==> src/rtl/riscv_cache_maint_ctrl.sv <==
// Whole-cache clean/invalidate sequencer: walks every set, writes back dirty ways, clears tag bits.
// Latency: 3 cycles per clean set (READ, CHECK, UPDATE) plus one DONE cycle; request-to-done_o = 3*SETS+1.
// Backpressure: evict_req_o holds each way until evict_ack_i; stall_o holds the pipeline for the whole walk.
//
// Ports:
//   clk_i, rst_ni                  clock, asynchronous active-low reset
//   clean_i, invalidate_i          request pulses; merged into pending flags while a walk is running
//   busy_o, stall_o                walk in progress (identical)
//   idx_o, idx_vld_o               set index driven into tag/data memories, read strobe
//   dirty_i                        dirty bits of idx_o, valid the cycle after idx_vld_o
//   evict_req_o/evict_way_o/ack    write-back handshake with the BIU, one-hot way
//   upd_o, clr_dirty_o/clr_valid_o tag update strobe for every way of idx_o
//   done_o                         one-cycle end-of-walk pulse
// Optional feature macro RISCV_CACHE_MAINT_ABORT_EN adds abort_i / aborted_o.

module riscv_cache_maint_ctrl #(
  parameter int XLEN       = 32,
  parameter int SIZE       = 64,          // KB
  parameter int BLOCK_SIZE = XLEN,        // bits per line
  parameter int WAYS       = 2,
  localparam int SETS      = (SIZE * 1024 * 8) / (BLOCK_SIZE * WAYS),
  localparam int IDX_BITS  = (SETS > 1) ? $clog2(SETS) : 1
) (
  input  logic                clk_i,
  input  logic                rst_ni,
  input  logic                clean_i,
  input  logic                invalidate_i,
`ifdef RISCV_CACHE_MAINT_ABORT_EN
  input  logic                abort_i,
  output logic                aborted_o,
`endif
  output logic                busy_o,
  output logic                stall_o,
  output logic [IDX_BITS-1:0] idx_o,
  output logic                idx_vld_o,
  input  logic [WAYS-1:0]     dirty_i,
  output logic                evict_req_o,
  output logic [WAYS-1:0]     evict_way_o,
  input  logic                evict_ack_i,
  output logic                upd_o,
  output logic                clr_dirty_o,
  output logic                clr_valid_o,
  output logic                done_o
);

  localparam logic [2:0] ST_IDLE   = 3'd0;
  localparam logic [2:0] ST_READ   = 3'd1;
  localparam logic [2:0] ST_CHECK  = 3'd2;
  localparam logic [2:0] ST_EVICT  = 3'd3;
  localparam logic [2:0] ST_UPDATE = 3'd4;
  localparam logic [2:0] ST_DONE   = 3'd5;

  localparam logic [IDX_BITS-1:0] LAST_IDX = IDX_BITS'(SETS - 1);

  logic [2:0]          r_state;
  logic [IDX_BITS-1:0] r_idx;
  logic                r_cln;
  logic                r_inv;
  logic                r_pend_cln;
  logic                r_pend_inv;
  logic [WAYS-1:0]     r_mask;

  logic                w_busy;
  logic                w_start;
  logic [WAYS-1:0]     w_way;
  logic [WAYS-1:0]     w_mask_left;
  logic                w_finish;

  assign w_busy  = (r_state != ST_IDLE);
  // A walk starts from a fresh request or from requests parked during the previous walk.
  assign w_start = clean_i | invalidate_i | r_pend_cln | r_pend_inv;

  // Isolate the lowest outstanding way: x & -x.
  assign w_way       = r_mask & (~r_mask + WAYS'(1));
  assign w_mask_left = r_mask & ~w_way;

`ifdef RISCV_CACHE_MAINT_ABORT_EN
  logic r_abort;
  // Abort takes effect at the end of the current set's UPDATE, never mid-set.
  assign w_finish  = (r_idx == LAST_IDX) | r_abort | abort_i;
  assign aborted_o = (r_state == ST_DONE) & r_abort;

  always_ff @(posedge clk_i or negedge rst_ni) begin
    if (!rst_ni) begin
      r_abort <= 1'b0;
    end else if (r_state == ST_DONE) begin
      r_abort <= 1'b0;
    end else if (w_busy && abort_i) begin
      r_abort <= 1'b1;
    end
  end
`else
  assign w_finish = (r_idx == LAST_IDX);
`endif

  always_ff @(posedge clk_i or negedge rst_ni) begin
    if (!rst_ni) begin
      r_state    <= ST_IDLE;
      r_idx      <= '0;
      r_cln      <= 1'b0;
      r_inv      <= 1'b0;
      r_pend_cln <= 1'b0;
      r_pend_inv <= 1'b0;
      r_mask     <= '0;
    end else begin
      // Requests seen while busy (including the DONE cycle) are parked, not dropped.
      if (w_busy) begin
        r_pend_cln <= r_pend_cln | clean_i;
        r_pend_inv <= r_pend_inv | invalidate_i;
      end

      case (r_state)
        ST_IDLE: begin
          if (w_start) begin
            r_cln      <= clean_i | r_pend_cln;
            r_inv      <= invalidate_i | r_pend_inv;
            r_pend_cln <= 1'b0;
            r_pend_inv <= 1'b0;
            r_idx      <= '0;
            r_state    <= ST_READ;
          end
        end
        ST_READ: begin
          r_state <= ST_CHECK;
        end
        ST_CHECK: begin
          // Only a clean walk writes anything back; invalidate alone discards dirty data.
          if (r_cln && (dirty_i != '0)) begin
            r_mask  <= dirty_i;
            r_state <= ST_EVICT;
          end else begin
            r_state <= ST_UPDATE;
          end
        end
        ST_EVICT: begin
          if (evict_ack_i) begin
            r_mask <= w_mask_left;
            if (w_mask_left == '0) begin
              r_state <= ST_UPDATE;
            end
          end
        end
        ST_UPDATE: begin
          if (w_finish) begin
            r_state <= ST_DONE;
          end else begin
            r_idx   <= r_idx + IDX_BITS'(1);
            r_state <= ST_READ;
          end
        end
        ST_DONE: begin
          r_idx   <= '0;
          r_state <= ST_IDLE;
`ifdef RISCV_CACHE_MAINT_ABORT_EN
          if (r_abort) begin
            r_pend_cln <= 1'b0;
            r_pend_inv <= 1'b0;
          end
`endif
        end
        default: begin
          r_state <= ST_IDLE;
        end
      endcase
    end
  end

  assign busy_o      = w_busy;
  assign stall_o     = w_busy;
  assign idx_o       = r_idx;
  assign idx_vld_o   = (r_state == ST_READ);
  assign evict_req_o = (r_state == ST_EVICT);
  assign evict_way_o = (r_state == ST_EVICT) ? w_way : '0;
  assign upd_o       = (r_state == ST_UPDATE);
  assign clr_dirty_o = (r_state == ST_UPDATE) & r_cln;
  assign clr_valid_o = (r_state == ST_UPDATE) & r_inv;
  assign done_o      = (r_state == ST_DONE);

endmodule

==> config.mk <==
export PLATFORM = sky130hd
export DESIGN_NAME = riscv_cache_maint_ctrl
export DESIGN_NICKNAME = d
export VERILOG_FILES = /design/src/rtl/riscv_cache_maint_ctrl.sv
export SDC_FILE = /design/constraint.sdc
export NUM_CORES = 1
export LEC_CHECK = 0
export CAP_MARGIN = 25
export CORE_ASPECT_RATIO = 0.5
export CORE_UTILIZATION = 44
export DETAILED_ROUTE_END_ITERATION = 6
export PLACE_DENSITY_LB_ADDON = 0.15
export RECOVER_POWER = 25
export SYNTH_ARGS = -nofsm -noshare
export SYNTH_HDL_FRONTEND = slang
export SYNTH_SLANG_ARGS = --single-unit
==> constraint.sdc <==
create_clock -name clk_i -period 1.7 [get_ports clk_i]
set_input_delay 0.17 -clock clk_i [delete_from_list [all_inputs] [get_ports clk_i]]
set_output_delay 0.17 -clock clk_i [all_outputs]
set_load 0.01 [all_outputs]
==> metrics.txt, run 1 <==
Seq pwr share 27.2%; area delta synth->final 60.9%; yosys warns 0; CP arrival 1920 ps; Max Cap Viol 0; Setup CP Type register to register; fmax 586 MHz; Final Setup Violations 1; H-tree depth 1; antenna cells 0; sw power 1.11 mW; post-route cell area 2010 um^2; Sw Share 38.7%; Critical Path Source Type register; Slew @ Worst Pin 1240 ps; status finished with violations; Finished Core Util 76.3%; final worst path period need 1710 ps; core area 2640 um^2; vias per inst 5.91; io pins 30; routability congestion estimate 0.817; Placed Area 1780 um^2; vias in the first global route 1204; sequential fraction of the synthesis area 44.1%; Initial Utilization 47.4%; Pint 1.75 mW; most frequent cells in the layout buf_4 (30), dfrtp_1 (20), clkdlybuf4s50_1 (18), nor2_1 (13), nand2_1 (11); Die X 77.3 um; Routed WL 3760 um; drt pass-1 iters 4; largest net degree at the start of global routing 23; CTS tree built; Max Slew Vio Count 0; 1st-iter DRT viols 145; #FFs+latches synth 22; fillers 194; Hold Fails Final Rpt 0; Antenna Violating Nets Remaining 0; CP Capture Type register; Clk pwr share 17.7%; PortBufs 29; Hold Crit Class register to register; via count 1395; failing checks setup timing; EDFF count, synth 0; total grt overflow 0; Post-Syn Area per Cell 9.25 um^2; DRC errors left 0; Longest Clk Path Bufs 2; Post-Synthesis Cells 135; peak supply drop 894 uV; GRT Total Usage 24.4%; fin crit share 100%; slowest stage delay, CP 440 ps; Max-slew headroom 17.1%; CP max-delay cell or3b_4; first-pass GRT wire length 5540 um; Yosys cell types 41; DR WL/cell 15.9 um; Worst-path clk slew 90 ps; worst setup margin -5.52 ps; Setup Skew 2.40 ps; Die Footprint 3070 um^2; Req. time, crit path 1920 ps; initial antenna violation count 0; pre-CTS setup slack -193 ps; RSZ-0062 raised after global routing yes; layout cells sized above 1 33.7%; Critical Path, Cell by Cell or3b_4, buf_6, or3_1, nor2_1, o22a_1; Clk Latency, worst-skew pair 270 ps; # clock sinks 22; Pleak 0.893 nW; commonest non-fill, non-tap cell in the layout buf_4; Logic pwr share 55.1%; Primary FF master, synth dfrtp_1; Async SR Flop Fraction 100%; height of the die 39.7 um; layout net count 208; clk root buf clkbuf_8; syn_nets 143; final HPWL from detailed placement 2250 um; FP Rows 13; Mapped Area 1250 um^2; Max FO, Critical Path 3; Power Density 1420 nW/um^2; TritonCTS buffer count 3
-- path summary, 6_finish.rpt --
| path | slack [ps] | depth (start not counted) | end | from |
|---|---|---|---|---|
| setup / recovery | -6 | 5 | idx_o[12] | r_state[1] |
| hold / removal | 490 | 2 | r_inv | r_inv |
| setup reg to reg | -6 | 5 | idx_o[12] | r_state[1] |
| hold reg to reg | 490 | 2 | r_inv | r_inv |
| max in group asynchronous | 200 | 2 | idx_o[1] | rst_ni |
| min in group asynchronous | 680 | 2 | idx_o[3] | rst_ni |
-- metrics by stage --
stage | TNS [ps] | instances | hold slack [ps] | total power [mW]
final | -5.52 | 236 | 486 | 2.86
after global placement | -839 | 225 | 455 | 2.03
after CTS | -25.1 | 232 | 260 | 2.57
after floorplan | 0 | 135 | -126 | 1.47
after detailed placement | -918 | 225 | 467 | 2.06
after global routing | -451 | 236 | 557 | 3.05
-- cells in the mapped netlist, drive strengths merged, types with 3 or more instances --
library cell,instances,area [um^2]
dfrtp,22,551
nor2,13,48.8
nand2,12,45.0
o21ai,10,50.1
nand4,8,50.1
o31ai,8,60.1
a21oi,7,35.0
a31oi,4,25.0
nor3,4,20.0
and2,3,18.8
buf,3,30.0
clkbuf,3,11.3
inv,3,11.3
nand3,3,15.0
-- cells by family (layout without fill, tap and decap cells) --
| group | count (synthesis) | count (layout) | share of synthesized area [%] |
|---|---|---|---|
| buffers and inverters | 10 | 74 | 4.51 |
| and+or+nand+nor | 57 | 57 | 25.1 |
| xor gates and xnor gates | 1 | 1 | 0.702 |
| DFF | 22 | 22 | 44.1 |
| adders and majority gates | 1 | 1 | 1.00 |
| AOI/OAI and AO/OA | 42 | 42 | 22.9 |
| muxes | 2 | 2 | 1.70 |
-- routing by layer --
metal  track usage (%)  wire, um
met2              41.4      1840
met4              9.43        51
met5                 0         0
met3              6.28       248
met1              30.7      1620
-- final cells by class --
cell class              instances  area (um^2)  area share [%]
clock buffers                   3         41.3            2.05
inverters                       4         20.0           0.996
well taps                      37         46.3            2.30
multi-input cells             103          751            37.4
repair buffers                 66          568            28.3
clock inverters                 1         30.0            1.49
flip-flops and latches         22          553            27.5
-- worst max-delay path, delay by kind of cell, from the launching register on --
| kind | cells | cell delay, ps |
|---|---|---|
| and+or+nand+nor | 3 | 960 |
| buffers and inverters | 1 | 140 |
| AOI/OAI and AO/OA | 1 | 140 |
| DFF | 1 | 410 |
-- flip-flops by register name, summed over array words and instances (netlist names) --
name and cells:
r_inv 1, idx_o 13, r_mask 2, r_cln 1, r_pend_inv 1, r_state 3
r_pend_cln 1
-- power groups by stage --
stage / logic (mW) / clock network (mW) / registers, mW
3_3_place_gp: 1.26 / 0 / 0.769
6_report: 1.58 / 0.507 / 0.777
5_1_grt: 1.72 / 0.538 / 0.792
3_5_place_dp: 1.29 / 0 / 0.774
2_1_floorplan: 0.669 / 0 / 0.803
4_1_cts: 1.29 / 0.512 / 0.762
-- timing repair --
action	in CTS	in global routing
pin swaps	2	10
gates cloned	0	1
gates resized for setup	16	35
setup buffers	3	4
endpoints found under the setup margin	23	20
hold buffers	0	0
Note: power is estimated with default switching activity, not from simulation.
==> run 2: changes to the inputs <==
--- a/config.mk
+++ b/config.mk
@@ -5,12 +5,15 @@
 export SDC_FILE = /design/constraint.sdc
 export NUM_CORES = 1
 export LEC_CHECK = 0
+export ABC_AREA = 0
 export CAP_MARGIN = 25
 export CORE_ASPECT_RATIO = 0.5
 export CORE_UTILIZATION = 44
+export CTS_CLUSTER_SIZE = 30
 export DETAILED_ROUTE_END_ITERATION = 6
 export PLACE_DENSITY_LB_ADDON = 0.15
 export RECOVER_POWER = 25
+export SLEW_MARGIN = 20
 export SYNTH_ARGS = -nofsm -noshare
 export SYNTH_HDL_FRONTEND = slang
 export SYNTH_SLANG_ARGS = --single-unit
==> results of run 2 <==
No change in the layout: final DEF, timing and power equal those of run 1.
==> run 3: changes to the inputs <==
==> constraint.sdc (replaced) <==
create_clock -name clk_i -period 1.7 [get_ports clk_i]
set_input_delay 0.17 -clock clk_i [delete_from_list [all_inputs] [get_ports clk_i]]
set_output_delay 0.17 -clock clk_i [all_outputs]
set_load 0.05 [all_outputs]
==> run 3 against run 2 <==
The flow now finishes without violations; first-iteration DRC count is 18% lower; core utilization is 1.5 points lower; sequential cell count stayed put; final cell count is 3.4% lower; setup slack better by 42 ps; die area stayed put; combinational power is 29% higher; clock power is 24% lower.
==> metrics.txt, run 3 (synthesis results as in run 1) <==
Req. time, crit path 1530 ps (-390 ps); clk root buf clkbuf_8; Initial Utilization 47.4% (unchanged); area delta synth->final 57.8%; status complete, no violations; origin of the worst min-delay path r_inv; vias per inst 5.69 (-3.8%); Reg2Reg Depth 6 (+1); final cell count without fillers 228 (-3.4%); initial antenna violation count 0 (unchanged); Critical Path, Cell by Cell or3b_4, clkinv_8, and2_4, buf_12; largest net degree at the start of global routing 23 (unchanged); Worst-path clk slew 80 ps (about the same); io pins 30 (unchanged); Clk Latency, worst-skew pair 260 ps (about the same); Seq pwr share 24.3% (-2.9 points); # clock sinks 22 (unchanged); worst setup margin 36.5 ps (+42.0 ps); sw power 1.41 mW (+27%); Max Slew Vio Count 0 (unchanged); Max FO, Critical Path 7 (+4); Setup Skew 1.30 ps (-1.10 ps); DR WL/cell 14.6 um (-8.6%); Max Cap Viol 0 (unchanged); CTS tree built; total grt overflow 0 (unchanged); height of the die 39.7 um (unchanged); FP Rows 13 (unchanged); DRC errors left 0 (unchanged); layout net count 200 (-3.8%); Hold Fails Final Rpt 0 (unchanged); RSZ-0062 raised after global routing yes; Max-slew headroom 18.1% (+0.97 points); fmax 601 MHz (+2.5%); CP delay by family, top simple AND/OR/NAND/NOR gates; final HPWL from detailed placement 2280 um (+1.6%); GRT Total Usage 22.6% (-1.7 points); final worst path period need 1660 ps (-42.0 ps); Longest Clk Path Bufs 2 (unchanged); Pleak 0.890 nW (-0.29%); core area 2640 um^2 (unchanged); fin crit share 97.9% (-2.5 points); Routed WL 3320 um (-12%); Worst R2R Start idx_o[0]; Critical Path Source Type register; number of cells on the critical path 4 (-1); commonest non-fill, non-tap cell in the layout buf_4; CP max-delay cell or3b_4; Sw Share 44.0% (+5.3 points); Antenna Violating Nets Remaining 0 (unchanged); 1st-iter DRT viols 119 (-18%); routability congestion estimate 0.807 (-1.2%); H-tree depth 1 (unchanged); Critical Path Source r_state[1]; Die X 77.3 um (unchanged); Slew @ Worst Pin 1230 ps (-14.6 ps); CP Capture Type output pin; Setup CP Type register to output pin; final setup TNS 0 ps (+5.52 ps); dpl cells 215 (-4.4%); Power Density 1630 nW/um^2 (+14%); layout cells sized above 1 43.5% (+9.8 points); first-pass GRT wire length 5030 um (-9.2%); PortBufs 29 (unchanged); Pint 1.80 mW (+2.4%); antenna cells 0 (unchanged); drt pass-1 iters 4 (unchanged); most frequent cells in the layout buf_4 (40), nor2_1 (13), nand2_1 (11), dfrtp_2 (11), dfrtp_1 (11); slowest stage delay, CP 480 ps (+40 ps); Die Footprint 3070 um^2 (unchanged); max reg flops 13 (unchanged); vias in the first global route 1091 (-9.4%); via count 1297 (-7.0%); pre-CTS setup slack -214 ps (-21.0 ps); Min Hold Slack 486 ps (+0.453 ps); Clk pwr share 12.0% (-5.7 points); crit path to clr_dirty_o; worst reg2reg endpoint idx_o[6]; TritonCTS buffer count 3 (unchanged); Hold Crit Class register to register; Final Setup Violations 0 (-1); register-to-register setup slack 40 ps (+40 ps); Logic pwr share 63.7% (+8.6 points); CP arrival 1490 ps (-430 ps); Pwr Total 3.21 mW (+12%); CP bufs+invs 2 (+1); peak supply drop 1610 uV (+80%)
## run 3: cell count changes in the layout (fill, tap and decap cells not counted), moves of 6 or more
cell	change
dfrtp_1	-9
o31ai_1	+6
dlygate4sd2_1	-6
dfrtp_2	+9
clkdlybuf4s50_1	-12
buf_12	+8
buf_4	+10
## run 3: area by class of cell
cell class	count	area, um^2
Inverter	4	31.3
Sequential cell	22	564
Fill cell	199	664
Multi-Input combinational cell	103	708
Clock buffer	4	55.1
Tap cell	37	46.3
Timing Repair Buffer	58	566
## run 3: worst min-delay path by stage
stage / endpoint / depth (start not counted)
after floorplan: idx_o[0] / 0
after global placement: r_inv / 2
after detailed placement: r_inv / 2
after CTS: idx_o[6] / 2
after global routing: r_inv / 2
final: r_inv / 2
## run 3: metrics by stage
stage | util (%) | instance area, um^2
6_report | 74.8 | 1970
5_1_grt | 74.8 | 1970
4_1_cts | 71.7 | 1890
3_5_place_dp | 68.5 | 1800
3_3_place_gp | 68.5 | 1800
2_1_floorplan | - | 1320
## run 3: power by group through the flow
stage               Clock [mW]  Sequential (mW)  Combinational (mW)
finish                   0.383            0.780                2.04
detailed placement           0            0.776                1.78
global route             0.407            0.800                2.18
CTS                      0.391            0.773                1.86
global placement             0            0.773                1.75
floorplan                    0            0.911               0.997
## run 3: metal layers
layer	wire, um	GRT usage, %	vias up
li1	-	-	624
met3	150	5.12	2
met1	1490	27.1	633
met5	0	0	-
met2	1670	42.5	38
met4	15	6.60	0
## run 3: worst reg2reg max path: cells and delay by family (launching register included)
| kind | cells | cell delay, ps |
|---|---|---|
| buffers and inverters | 1 | 220 |
| flip-flops | 1 | 400 |
| adder cells (fa/ha/maj) | 1 | 140 |
| AO/OA/AOI/OAI | 2 | 140 |
| AND/OR/NAND/NOR | 2 | 690 |
## run 3: timing repair
action | 4_1_cts | 5_1_grt
pin swaps | 0 | 6
setup buffers | 2 | 8
hold buffers | 0 | 0
resized for setup | 4 | 11
setup endpoints to repair | 9 | 16
cloned | 0 | 0
